$ cat src/rtl/no_space_ctrl.sv
// No-space error aggregator: edge-detects per-source errors, arbitrates them
// round-robin into single-cycle increment strobes, and keeps a saturating count.
module no_space_ctrl #(
  parameter int N_SRC = 4,
  parameter int CTR_W = 16
) (
  input  logic                       clk,
  input  logic                       rst,
  input  logic [N_SRC-1:0]           no_space_err,
  input  logic                       clr_ctr,
  input  logic [CTR_W-1:0]           thresh,
  output logic                       no_space_ctr_incr,
  output logic [$clog2(N_SRC)-1:0]   incr_src,
  output logic [CTR_W-1:0]           no_space_ctr,
  output logic [N_SRC-1:0]           pend,
  output logic                       thresh_irq,
  output logic                       drop_err
);

  localparam int IW = $clog2(N_SRC);

  typedef enum logic [1:0] {IDLE, PULSE, GAP} state_t;

  state_t           state_q, state_d;
  logic [N_SRC-1:0] prev_q;
  logic [N_SRC-1:0] pend_q, pend_d;
  logic [IW-1:0]    ptr_q, ptr_d;
  logic             incr_q, incr_d;
  logic [IW-1:0]    src_q, src_d;
  logic [CTR_W-1:0] ctr_q, ctr_d;
  logic             irq_q, irq_d;
  logic             drop_q, drop_d;

  logic [N_SRC-1:0] evt, req, gmask;
  logic             grant, dropped, inc;
  logic [IW-1:0]    gidx, cand;

  always_comb begin
    evt   = no_space_err & ~prev_q;
    req   = pend_q | evt;
    grant = 1'b0;
    gidx  = '0;
    cand  = '0;
    gmask = '0;
    // Round-robin search starting at ptr; only an IDLE FSM can accept a grant.
    if (state_q == IDLE) begin
      for (int unsigned k = 0; k < N_SRC; k++) begin
        cand = IW'((32'(ptr_q) + k) % N_SRC);
        if (!grant && req[cand]) begin
          grant = 1'b1;
          gidx  = cand;
        end
      end
    end
    if (grant) gmask[gidx] = 1'b1;

    pend_d  = req & ~gmask;
    dropped = |(evt & pend_q & ~gmask);
    ptr_d   = grant ? IW'((32'(gidx) + 1) % N_SRC) : ptr_q;
    incr_d  = grant;
    src_d   = grant ? gidx : '0;

    state_d = IDLE;
    case (state_q)
      IDLE:    state_d = grant ? PULSE : IDLE;
      PULSE:   state_d = GAP;
      GAP:     state_d = IDLE;
      default: state_d = IDLE;
    endcase

    inc   = (state_q == PULSE);
    ctr_d = ctr_q;
    if (clr_ctr)              ctr_d = inc ? CTR_W'(1) : '0;
    else if (inc && ctr_q != '1) ctr_d = ctr_q + CTR_W'(1);

    // Clear first, then the threshold test sees the freshly updated count.
    irq_d = clr_ctr ? 1'b0 : irq_q;
    if (inc && thresh != '0 && ctr_d >= thresh) irq_d = 1'b1;

    drop_d = (clr_ctr ? 1'b0 : drop_q) | dropped;
  end

  always_ff @(posedge clk or posedge rst) begin
    if (rst) begin
      state_q <= IDLE;
      prev_q  <= '0;
      pend_q  <= '0;
      ptr_q   <= '0;
      incr_q  <= 1'b0;
      src_q   <= '0;
      ctr_q   <= '0;
      irq_q   <= 1'b0;
      drop_q  <= 1'b0;
    end else begin
      state_q <= state_d;
      prev_q  <= no_space_err;
      pend_q  <= pend_d;
      ptr_q   <= ptr_d;
      incr_q  <= incr_d;
      src_q   <= src_d;
      ctr_q   <= ctr_d;
      irq_q   <= irq_d;
      drop_q  <= drop_d;
    end
  end

  assign no_space_ctr_incr = incr_q;
  assign incr_src          = src_q;
  assign no_space_ctr      = ctr_q;
  assign pend              = pend_q;
  assign thresh_irq        = irq_q;
  assign drop_err          = drop_q;

endmodule

$ cat config.mk
export PLATFORM = sky130hd
export DESIGN_NAME = no_space_ctrl
export DESIGN_NICKNAME = d
export VERILOG_FILES = /design/src/rtl/no_space_ctrl.sv
export SDC_FILE = /design/constraint.sdc
export NUM_CORES = 1
export LEC_CHECK = 0
export CORE_ASPECT_RATIO = 0.5
export CORE_UTILIZATION = 35
export CTS_CLUSTER_DIAMETER = 60
export DETAILED_ROUTE_END_ITERATION = 6
export GPL_TIMING_DRIVEN = 0
export PLACE_DENSITY_LB_ADDON = 0.15
export SETUP_SLACK_MARGIN = 0.2
export SLEW_MARGIN = 20
export SYNTH_ARGS = -nofsm -noshare
export SYNTH_HDL_FRONTEND = slang
export SYNTH_SLANG_ARGS = --single-unit
$ cat constraint.sdc
create_clock -name clk -period 3.5 [get_ports clk]
set_input_delay 0.35 -clock clk [delete_from_list [all_inputs] [get_ports clk]]
set_output_delay 0.35 -clock clk [all_outputs]
set_load 0.005 [all_outputs]
## Yosys cells after proc, flatten, opt, wreduce, memory -nomap -nowiden

Cells that the tools add are included.

- Multiplexer cells: 33
- Reduce and logical (&&, ||, !) cells: 14
- Add/sub/neg operators: 5
- Magnitude comparators: 7
- Eq/ne operators: 2
- Bitwise gates (word level): 8

Operators by type and width:

| cell | number |
|---|---|
| 2-to-1 mux 16 bit | 2 |
| 2-to-1 mux 1 bit | 18 |
| adder 16 x 1 -> 16 bit (second input constant) | 1 |
| bitwise AND 4 bit | 4 |
| greater-or-equal comparator 16 bit | 1 |
| != test 16 bit (second input constant) | 1 |
| nonzero test 16 bit | 1 |
| less-than comparator 2 x 3 -> 1 bit (second input constant) | 5 |
| 2-to-1 mux 2 bit | 6 |
| binary-select mux 1 bit (select 2 bit) | 4 |
| inverter 4 bit | 2 |
| logical AND 1 bit | 7 |
| adder 2 x 1 -> 2 bit (second input constant) | 2 |
| adder 2 bit (second input constant) | 2 |
| 2-to-1 mux 4 bit | 1 |
| bitwise OR 4 bit | 1 |
| one-hot mux 2 bit (2 select lines) | 1 |
| OR reduction 4 bit | 1 |
| zero test 1 bit | 3 |
| demux 1 bit (select 2 bit) | 1 |
| == test 2 x 1 -> 1 bit (second input constant) | 1 |
| greater-or-equal comparator 2 x 1 -> 1 bit (second input constant) | 1 |
| zero test 2 bit | 1 |
| nonzero test 2 bit | 1 |
| bitwise OR 1 bit | 1 |

- Word-level logic and storage cells: 78
- Input bits: 23
- Output and inout port bits: 25
- Bits in registers: 33

## Depth between registers and ports, before layout

- Depth after elaboration: 28
- Depth in mapped cells: 12
- Gate-level depth less buffers: 12

## Worst setup path before layout

No wires, ideal clock.

- Path kind: reg-to-reg
- From: register ctr_q[0] (netlist: no_space_ctr[0])
- To: register irq_q (netlist: thresh_irq)
- Clock period less this slack: 2723 ps
- Data required time: 3376 ps
- Cell stages (with the launch flop): 13
- Path slack: 777 ps
- Buffers on the path: 0
- Library setup time: 124 ps
- Data arrival time: 2599 ps
- Cells stage by stage: dfrtp_1 ha_1 and2_4 nand4_4 o21ai_4 or4_1 a21oi_1 ha_1 and3_1 a221oi_1 nand2_1 o21ai_0 o21bai_1

- Word-level cells in the longest chain between the ends: 7
- Elaborated cells on any way between the ends: 9
- Those cells by class: add/sub: 1; order compare: 1; eq/ne: 1; mux: 3; reduce/logical: 3

RTL lines:

| what | line | source |
|---|---|---|
| start: declaration | 30 | `logic [CTR_W-1:0] ctr_q, ctr_d;` |
| start signal: assignment | 101 | `ctr_q <= ctr_d;` |
| parallel branches: the longest is 2 deep, another holds adder 16 x 1 -> 16 bit | - |  |
| 2-to-1 mux 16 bit * | 74 | `else if (inc && ctr_q != '1) ctr_d = ctr_q + CTR_W'(1);` |
| 2-to-1 mux 16 bit * | 73 | `if (clr_ctr) ctr_d = inc ? CTR_W'(1) : '0;` |
| net ctr_d[9] | 30 |  |
| greater-or-equal comparator 16 bit * | 78 | `if (inc && thresh != '0 && ctr_d >= thresh) irq_d = 1'b1;` |
| logical AND 1 bit * | 78 |  |
| 2-to-1 mux 1 bit / nonzero test 2 bit (equally long branches) | - |  |
| end signal: assignment | 102 | `irq_q <= irq_d;` |
| end: declaration | 31 | `logic irq_q, irq_d;` |

Mark *: on every way through the listed nets, which the timed path passes.
A chain may end at the register's enable or synchronous reset.

## Worst setup path after layout

Same ends and word-level chain as after synthesis.

==> out/summary.txt <==
sequence of cells on the critical path - ha_1 > and2_4 > nand4_4 > o21ai_4 > or4_1 > a21oi_1 > ha_1 > and3_1 > a221oi_1 > nand2_1 > o21ai_0 > o21bai_1
outcome - completed
H-tree levels - 2
TritonRoute pass-1 iters - 4
Yosys reg bits - 33
die area - 6630 um^2
post-CTS setup buffers - 0
fillcell total - 571
syn nets - 270
die height - 58.1 um
Worst Hold Class - in2async
Post-CTS Resized - 0
fin util - 0.504
total power - 1.54 mW
final cell count without fillers - 364
Syn-to-layout area delta - 32.2%
Reg area - 826 um^2
clk buf depth - 2
P per Cell Area - 528 nW/um^2
hpwl dp - 4.00 mm
Seq/Total Area, Yosys - 0.375
met1 Use GR - 0.212
Final Slew Violations - 0
Setup TNS Final - 0 ns
most frequent cells in the layout - clkdlybuf4s50_1 (46), dfrtp_1 (33), nor2_1 (21), inv_1 (21), ha_1 (21)
DRC Markers - 0
cell count after synthesis - 226
cts hold-fix bufs - 0
met2 Usage GRT - 0.250
yosys synthesis warning count - 0
Fin. Hold Viols - 0
WL/cell - 13.8 um
initial core utilization - 0.381
RSZ-0062 raised after global routing - no
crit path launch type - flop
clock skew - 0.00640 ns
Crit path arrival time - 3.25 ns
vias - 1842
area taken by multi-input logic gates - 1270 um^2
final wirelength - 5.03 mm
worst-path maximum fanout - 8
Netlist Area Pre-Place - 2200 um^2
input/output buffers - 46
Crit. End Element - flop
gr ovfl total - 0
Post-synth EDFFs - 0
Slowest-stage cell, CP - or4_1
I/O pin count - 48
Worst path max stage delay - 0.49 ns
Rows - 19
Reg clk slew, reported paths - 0.06 ns
first-pass GRT wire length - 7.98 mm
cts bufs inserted - 5
Slew headroom - 0.541
Worst-Margin Slew - 0.687 ns
busiest layer in global routing - met2
Crit Path Category - reg2reg
CP Data Required Time - 3.67 ns
Fmax - 324 MHz
CTS tree - yes
clk root buf - clkbuf_16
max_cap viols - 0
GP Congestion - 0.876
vias per cell - 5.06
Antenna Nets Post-Route - 0
share of layout cells above drive strength 1 - 0.100
initial antenna violation count - 0
Die X-Extent - 114 um
Lkg Pwr - 1.32 nW
core area - 5780 um^2
Async S/R FF share, synth - 1.00
most common cell after layout, fill and taps aside - clkdlybuf4s50_1
largest net degree at the start of global routing - 34
Skew-Pair Late Insertion Delay - 0.28 ns
Max VDD drop - 0.238 mV
routing usage on met3 - 0.0418
Detailed Route Iter0 Violations - 88
synthesized area per cell - 9.74 um^2
Yosys cell types - 54
fin crit share - 0.881
diode count - 0
minimum clock period - 3.08 ns
total global-route track usage - 0.157
Final nets - 323
crit-path most repeated cell - ha_1
vias in the first global route - 1701
placed insts - 356
most common flop cell mapped by yosys - dfrtp_1
count of final setup violators - 0
Sink Count - 33
per-stage QoR:
step | cell area (um^2) | hold WS [ns] | setup WS, ns
6_report | 2910 | 0.500 | 0.416
5_1_grt | 2910 | 0.547 | 0.230
4_1_cts | 2910 | 0.529 | 0.404
3_5_place_dp | 2770 | 0.588 | 0.427
3_3_place_gp | 2770 | 0.563 | 0.538
2_1_floorplan | 2200 | 0.381 | 0.777
sequential cells by signal, summed over array words and instances, names as in the netlist:
register	count
no_space_ctr	16
prev_q	4
pend	4
thresh_irq	1
no_space_ctr_incr	1
incr_src	2
drop_err	1
ptr_q	2
state_q	2
worst max-delay path: cells and delay by family (launching register included):
kind / cells / cell delay [ns]
compound gates: 5 / 0.93
fa+ha+maj: 2 / 0.54
flops: 1 / 0.44
simple gates: 5 / 1.06
Yosys cell counts, types with 5 or more instances:
cell      number  area share
dfrtp_1       33        0.37
inv_1         22       0.038
ha_1          21        0.12
nor2_1        21       0.036
nand2_1       15       0.026
a21oi_1       11       0.025
xor2_1         8       0.032
o211ai_1       6       0.020
nor4_1         5       0.014
o21ai_0        5       0.011
routing by layer:
layer | routed length, um | up-vias
met5 | 0 | -
met4 | 56 | 0
met3 | 196 | 6
met2 | 2160 | 38
met1 | 2610 | 871
li1 | - | 927
worst paths after layout:
kind | start | to | slack, ns | cells past startpoint
min in group clk | no_space_err[3] | prev_q[3] | 0.53 | 1
hold / removal | rst | no_space_ctr[15] | 0.50 | 2
setup reg to reg | no_space_ctr[0] | thresh_irq | 0.42 | 12
hold reg to reg | no_space_ctr[0] | no_space_ctr[0] | 0.61 | 1
setup / recovery | no_space_ctr[0] | thresh_irq | 0.42 | 12
max in group asynchronous | rst | no_space_ctr[1] | 2.56 | 2
cell type report:
type,instances,share of cell area
buffer,4,0.00903
clock buffer,5,0.0430
clock inverter,3,0.00602
inverter,22,0.0284
multi-input combinational,167,0.436
sequential,33,0.284
tap,84,0.0361
timing repair buffer,46,0.158
kinds of logic (layout without fill, tap and decap cells):
group	after synthesis	count (layout)	synth area share
fa+ha+maj	21	21	0.119
buf+inv	26	80	0.0494
compound gates	54	54	0.180
flops	33	33	0.375
mux	1	1	0.00455
simple gates	79	79	0.224
xor+xnor	12	12	0.0477
report_power, final:
part / internal (mW) / switching (mW) / total (mW)
logic: 0.285 / 0.299 / 0.584
registers: 0.460 / 0.0724 / 0.532
clock network: 0.260 / 0.161 / 0.422
total: 1.00 / 0.533 / 1.54
Power figures use the tool's default switching activity.
